--- src/rtl/alu_arbiter.sv ---
// Two-requester front end for a shared combinational ALU: round-robin grant, one-cycle dispatch, held response.
// Optional opcode rejection (3'b100, 3'b111) is enabled by defining ALU_ARBITER_OPCHECK_EN.
module alu_arbiter #(
    parameter int unsigned WIDTH = 32
) (
    input  logic             clk,
    input  logic             reset_n,
    input  logic             req0_valid,
    output logic             req0_ready,
    input  logic [WIDTH-1:0] req0_a,
    input  logic [WIDTH-1:0] req0_b,
    input  logic [2:0]       req0_op,
    input  logic             req1_valid,
    output logic             req1_ready,
    input  logic [WIDTH-1:0] req1_a,
    input  logic [WIDTH-1:0] req1_b,
    input  logic [2:0]       req1_op,
    output logic             rsp0_valid,
    input  logic             rsp0_ready,
    output logic [WIDTH-1:0] rsp0_result,
    output logic             rsp0_zero,
    output logic             rsp0_err,
    output logic             rsp1_valid,
    input  logic             rsp1_ready,
    output logic [WIDTH-1:0] rsp1_result,
    output logic             rsp1_zero,
    output logic             rsp1_err,
    output logic [WIDTH-1:0] alu_a,
    output logic [WIDTH-1:0] alu_b,
    output logic [2:0]       alu_control,
    input  logic [WIDTH-1:0] alu_result,
    input  logic             alu_zero,
    output logic             busy
);

    typedef enum logic [1:0] {IDLE, EXEC, RESP} state_t;

    state_t           state_q, state_d;
    logic [WIDTH-1:0] a_q, b_q, res_q;
    logic [2:0]       op_q;
    logic             id_q, last_q, zero_q, err_q;

    logic             grant_c, accept_c, capture_c, bad_op_c, drive_c;
    logic [WIDTH-1:0] sel_a_c, sel_b_c;
    logic [2:0]       sel_op_c;

    assign sel_a_c  = grant_c ? req1_a  : req0_a;
    assign sel_b_c  = grant_c ? req1_b  : req0_b;
    assign sel_op_c = grant_c ? req1_op : req0_op;

`ifdef ALU_ARBITER_OPCHECK_EN
    assign bad_op_c = (sel_op_c == 3'b100) || (sel_op_c == 3'b111);
`else
    assign bad_op_c = 1'b0;
`endif

    // State register
    always_ff @(posedge clk or negedge reset_n) begin
        if (!reset_n) state_q <= IDLE;
        else          state_q <= state_d;
    end

    // Next state, grant and handshake
    always_comb begin
        state_d    = state_q;
        grant_c    = ~last_q;
        accept_c   = 1'b0;
        capture_c  = 1'b0;
        req0_ready = 1'b0;
        req1_ready = 1'b0;
        case (state_q)
            IDLE: begin
                if (req0_valid && !req1_valid)      grant_c = 1'b0;
                else if (req1_valid && !req0_valid) grant_c = 1'b1;
                else                                grant_c = ~last_q;
                // Readies are gated by reset so nothing is offered while held in reset
                if (reset_n && (grant_c ? req1_valid : req0_valid)) begin
                    accept_c   = 1'b1;
                    req0_ready = ~grant_c;
                    req1_ready = grant_c;
                    state_d    = EXEC;
                end
            end
            EXEC: begin
                capture_c = 1'b1;
                state_d   = RESP;
            end
            RESP: begin
                if (id_q ? rsp1_ready : rsp0_ready) state_d = IDLE;
            end
            default: state_d = IDLE;
        endcase
    end

    // Transaction latch and result capture
    always_ff @(posedge clk or negedge reset_n) begin
        if (!reset_n) begin
            a_q    <= '0;
            b_q    <= '0;
            op_q   <= 3'b000;
            id_q   <= 1'b0;
            last_q <= 1'b1;
            err_q  <= 1'b0;
            res_q  <= '0;
            zero_q <= 1'b0;
        end else begin
            if (accept_c) begin
                a_q    <= sel_a_c;
                b_q    <= sel_b_c;
                op_q   <= sel_op_c;
                id_q   <= grant_c;
                last_q <= grant_c;
                err_q  <= bad_op_c;
            end
            if (capture_c) begin
                res_q  <= err_q ? '0 : alu_result;
                zero_q <= err_q ? 1'b1 : alu_zero;
            end
        end
    end

    assign busy        = (state_q != IDLE);
    assign drive_c     = busy && !err_q;
    assign alu_a       = drive_c ? a_q  : '0;
    assign alu_b       = drive_c ? b_q  : '0;
    assign alu_control = drive_c ? op_q : 3'b000;

    assign rsp0_valid  = (state_q == RESP) && !id_q;
    assign rsp1_valid  = (state_q == RESP) &&  id_q;
    assign rsp0_result = rsp0_valid ? res_q : '0;
    assign rsp1_result = rsp1_valid ? res_q : '0;
    assign rsp0_zero   = rsp0_valid && zero_q;
    assign rsp1_zero   = rsp1_valid && zero_q;
    assign rsp0_err    = rsp0_valid && err_q;
    assign rsp1_err    = rsp1_valid && err_q;

endmodule

--- config.mk ---
export PLATFORM = sky130hd
export DESIGN_NAME = alu_arbiter
export DESIGN_NICKNAME = d
export VERILOG_FILES = /design/src/rtl/alu_arbiter.sv
export SDC_FILE = /design/constraint.sdc
export NUM_CORES = 1
export LEC_CHECK = 0
export ABC_AREA = 1
export BUFFER_PORTS_ARGS = -buffer_cell sky130_fd_sc_hd__buf_2
export CORE_UTILIZATION = 40
export CTS_CLUSTER_DIAMETER = 150
export DETAILED_ROUTE_END_ITERATION = 8
export PLACE_DENSITY = 0.82
export SLEW_MARGIN = 20
export SYNTH_ARGS = -nofsm -noshare
export SYNTH_HDL_FRONTEND = slang
export SYNTH_SLANG_ARGS = --single-unit
--- constraint.sdc ---
create_clock -name clk -period 2.3 [get_ports clk]
set_input_delay 0.23 -clock clk [delete_from_list [all_inputs] [get_ports clk]]
set_output_delay 0.23 -clock clk [all_outputs]
set_load 0.02 [all_outputs]
==> results.txt <==
TNS Setup = 0 ps
CTS tree = done
antenna violations before repair = 1
top cells by area, synth = dfrtp_1 (42%), inv_1 (15%), nand2_1 (13%)
First-pass DRT Iterations = 9
crit path DAT = 1930 ps
Area Overhead vs Synth = 32.1%
Ports = 313
clock slew at reported path FFs = 60 ps
slowest CP cell = dlygate4sd3_1
vias in the first global route = 5936
YS warnings = 0
Residual DRC = 23
Hold Crit Class = primary input to register
clock buffer depth = 2
Inserted Clock Buffers = 9
die area = 0.0158 mm²
critical path buffer and inverter count = 4
RSZ-0062 raised after global routing = false
relative slew slack = 0.513
fin. max-slew vios = 0
total wire length = 17600 µm
via/cell ratio = 4.54
std cell rows = 44
die extent in x = 126 µm
post-route ant nets = 0
IO Port Bufs = 310
Distinct cells, synth = 21
Max IR drop VDD = 0.000515 V
#FFs+latches synth = 104
CP Class = primary input to output port
post-layout util = 0.548
Static Leak = 5.42 nW
H-tree lvl count = 3
Final Wtd Congestion = 0.814
number of setup violations in the final report = 0
share of layout cells above drive strength 1 = 0.281
outcome = finished, violations left
Slew @ Worst Pin = 730 ps
grt ovf = 0
core area = 0.0148 mm²
failing checks = DRC
syn_area_per_cell = 6.38 µm²
total vias in the final route = 6492
final worst path period share = 0.938
crit end category = output port
Peak Freq = 464 MHz
max-cap violation count = 0
first-pass GRT wire length = 28200 µm
clock root buffer = clkbuf_16
latest clock arrival within the worst-skew pair = 340 ps
share of the synthesized area in the top cell type = 0.421
initial core utilization = 0.415
register area share after synthesis = 0.425
fin nets = 1414
WP data required = 2070 ps
Startpoint Class = primary input
DP HPWL = 13000 µm
Post-Synthesis Cell Area = 0.00612 mm²
Final Hold Vio Count = 0
die height = 126 µm
CP max stage delay = 530 ps
clock skew = 8.63 ps
cells after synthesis = 959
DR WL/cell = 12.3 µm
Yosys top cell by area = dfrtp_1
critical-path cell list = dlygate4sd3_1, buf_4, o21ai_1, nor2_4, inv_2, nor2_1, buf_2
maximum fanout along the worst path = 27
pin count of the biggest net entering global routing = 68
Final min period = 2160 ps
gr usage total = 0.224
post-CTS setup buffer count = 0
P per Cell Area = 1280 mW/mm²
CP delay by family, top = buffers and inverters
Sink Count = 104
detailed router's first-iteration violation count = 425
[per-layer routing]
metal  GRT usage  vias to the layer above  wire length [µm]
met3      0.0365                       22              1130
met5           0                        -                 0
li1            -                     3329                 -
met2       0.390                      242              8720
met1       0.281                     2899              7510
met4      0.0803                        0               288
[sequential cells by signal, indices dropped and copies added (netlist names)]
| signal | count |
|---|---|
| zero_q | 1 |
| res_q | 32 |
| id_q | 1 |
| op_q | 3 |
| b_q | 32 |
| last_q | 1 |
| state_q | 2 |
| a_q | 32 |
[cell usage after synthesis, drive strengths merged]
master,count
inv,242
nand2,210
nor2,170
nand3,136
dfrtp,103
buf,37
a21oi,33
clkbuf,20
o21ai,3
conb,1
dfstp,1
nor3,1
o211ai,1
or2,1
[layout by cell type, fill, tap and decap left out]
cell,synthesis,layout
nand2_2,1,3
diode_2,0,1
a21oi_1,33,33
conb_1,1,2
nor3_1,1,1
dfrtp_1,103,103
nor2_4,2,2
clkinv_2,0,2
nand2_1,209,207
clkbuf_1,20,2
buf_2,22,309
clkbuf_16,0,9
inv_1,239,239
o211ai_1,1,1
dlygate4sd3_1,0,1
o21ai_1,2,2
buf_12,0,1
bufinv_16,0,2
nand3_1,135,135
nand3_2,1,1
buf_4,9,16
inv_2,3,3
nor2_1,168,168
dfstp_2,1,1
or2_2,1,1
o21ai_0,1,1
[report_power, final]
group | leakage [nW] | internal, W | switching (W) | total (W)
clock network | 0.149 | 0.000945 | 0.000635 | 0.00158
logic | 4.05 | 0.00176 | 0.00388 | 0.00564
registers | 1.23 | 0.00273 | 0.000423 | 0.00315
[layout make-up]
type	instances	area [µm²]
Clock buffer	11	233
Antenna cell	1	2.50
Multi-Input combinational cell	557	2340
Inverter	242	908
Fill cell	1508	6670
Timing Repair Buffer	327	1700
Tap cell	184	230
Sequential cell	104	2600
Clock inverter	4	70.1
[path summary, 6_finish.rpt]
path	end	slack [ps]	startpoint	cells past startpoint
max	req0_ready	140	reset_n	7
max in group asynchronous	b_q[16]$_DFFE_PN0P_	1190	reset_n	3
min in group asynchronous	a_q[29]$_DFFE_PN0P_	270	reset_n	2
max reg2reg	op_q[1]$_DFFE_PN0P_	600	state_q[0]$_DFFE_PN0P_	6
min	res_q[11]$_DFFE_PN0N_	140	alu_result[11]	3
min reg2reg	b_q[7]$_DFFE_PN0P_	480	b_q[7]$_DFFE_PN0P_	2
[worst register-to-register path, cell delays in order (launching register included)]
cell	delay, ps
dfrtp_1	440
nor2_4	160
inv_2	80
nor2_4	130
buf_4	460
nand3_1	270
nand2_1	100
[per-stage QoR]
step | setup WS, ps | cell area, µm² | power (W) | instances | hold WS (ps)
2_1_floorplan | 373 | 6120 | 0.00709 | 960 | -65.6
3_3_place_gp | 553 | 7770 | 0.00870 | 1413 | 77.4
3_5_place_dp | 503 | 7770 | 0.00886 | 1413 | 80.1
4_1_cts | 132 | 8080 | 0.0105 | 1429 | 123
5_1_grt | 28.6 | 8090 | 0.0112 | 1430 | 132
6_report | 143 | 8090 | 0.0104 | 1430 | 137
[repair_timing]
action | 4_1_cts | 5_1_grt
hold endpoints to repair | 8 | 0
gates resized for setup | 0 | 0
hold buffers | 1 | 0
[cell families after synthesis]
family	count (synthesis)	synth area share
other cells	1	0.000613
compound gates	37	0.0307
flops	104	0.425
simple gates	518	0.350
buf+inv	299	0.193
Power figures use the tool's default switching activity.
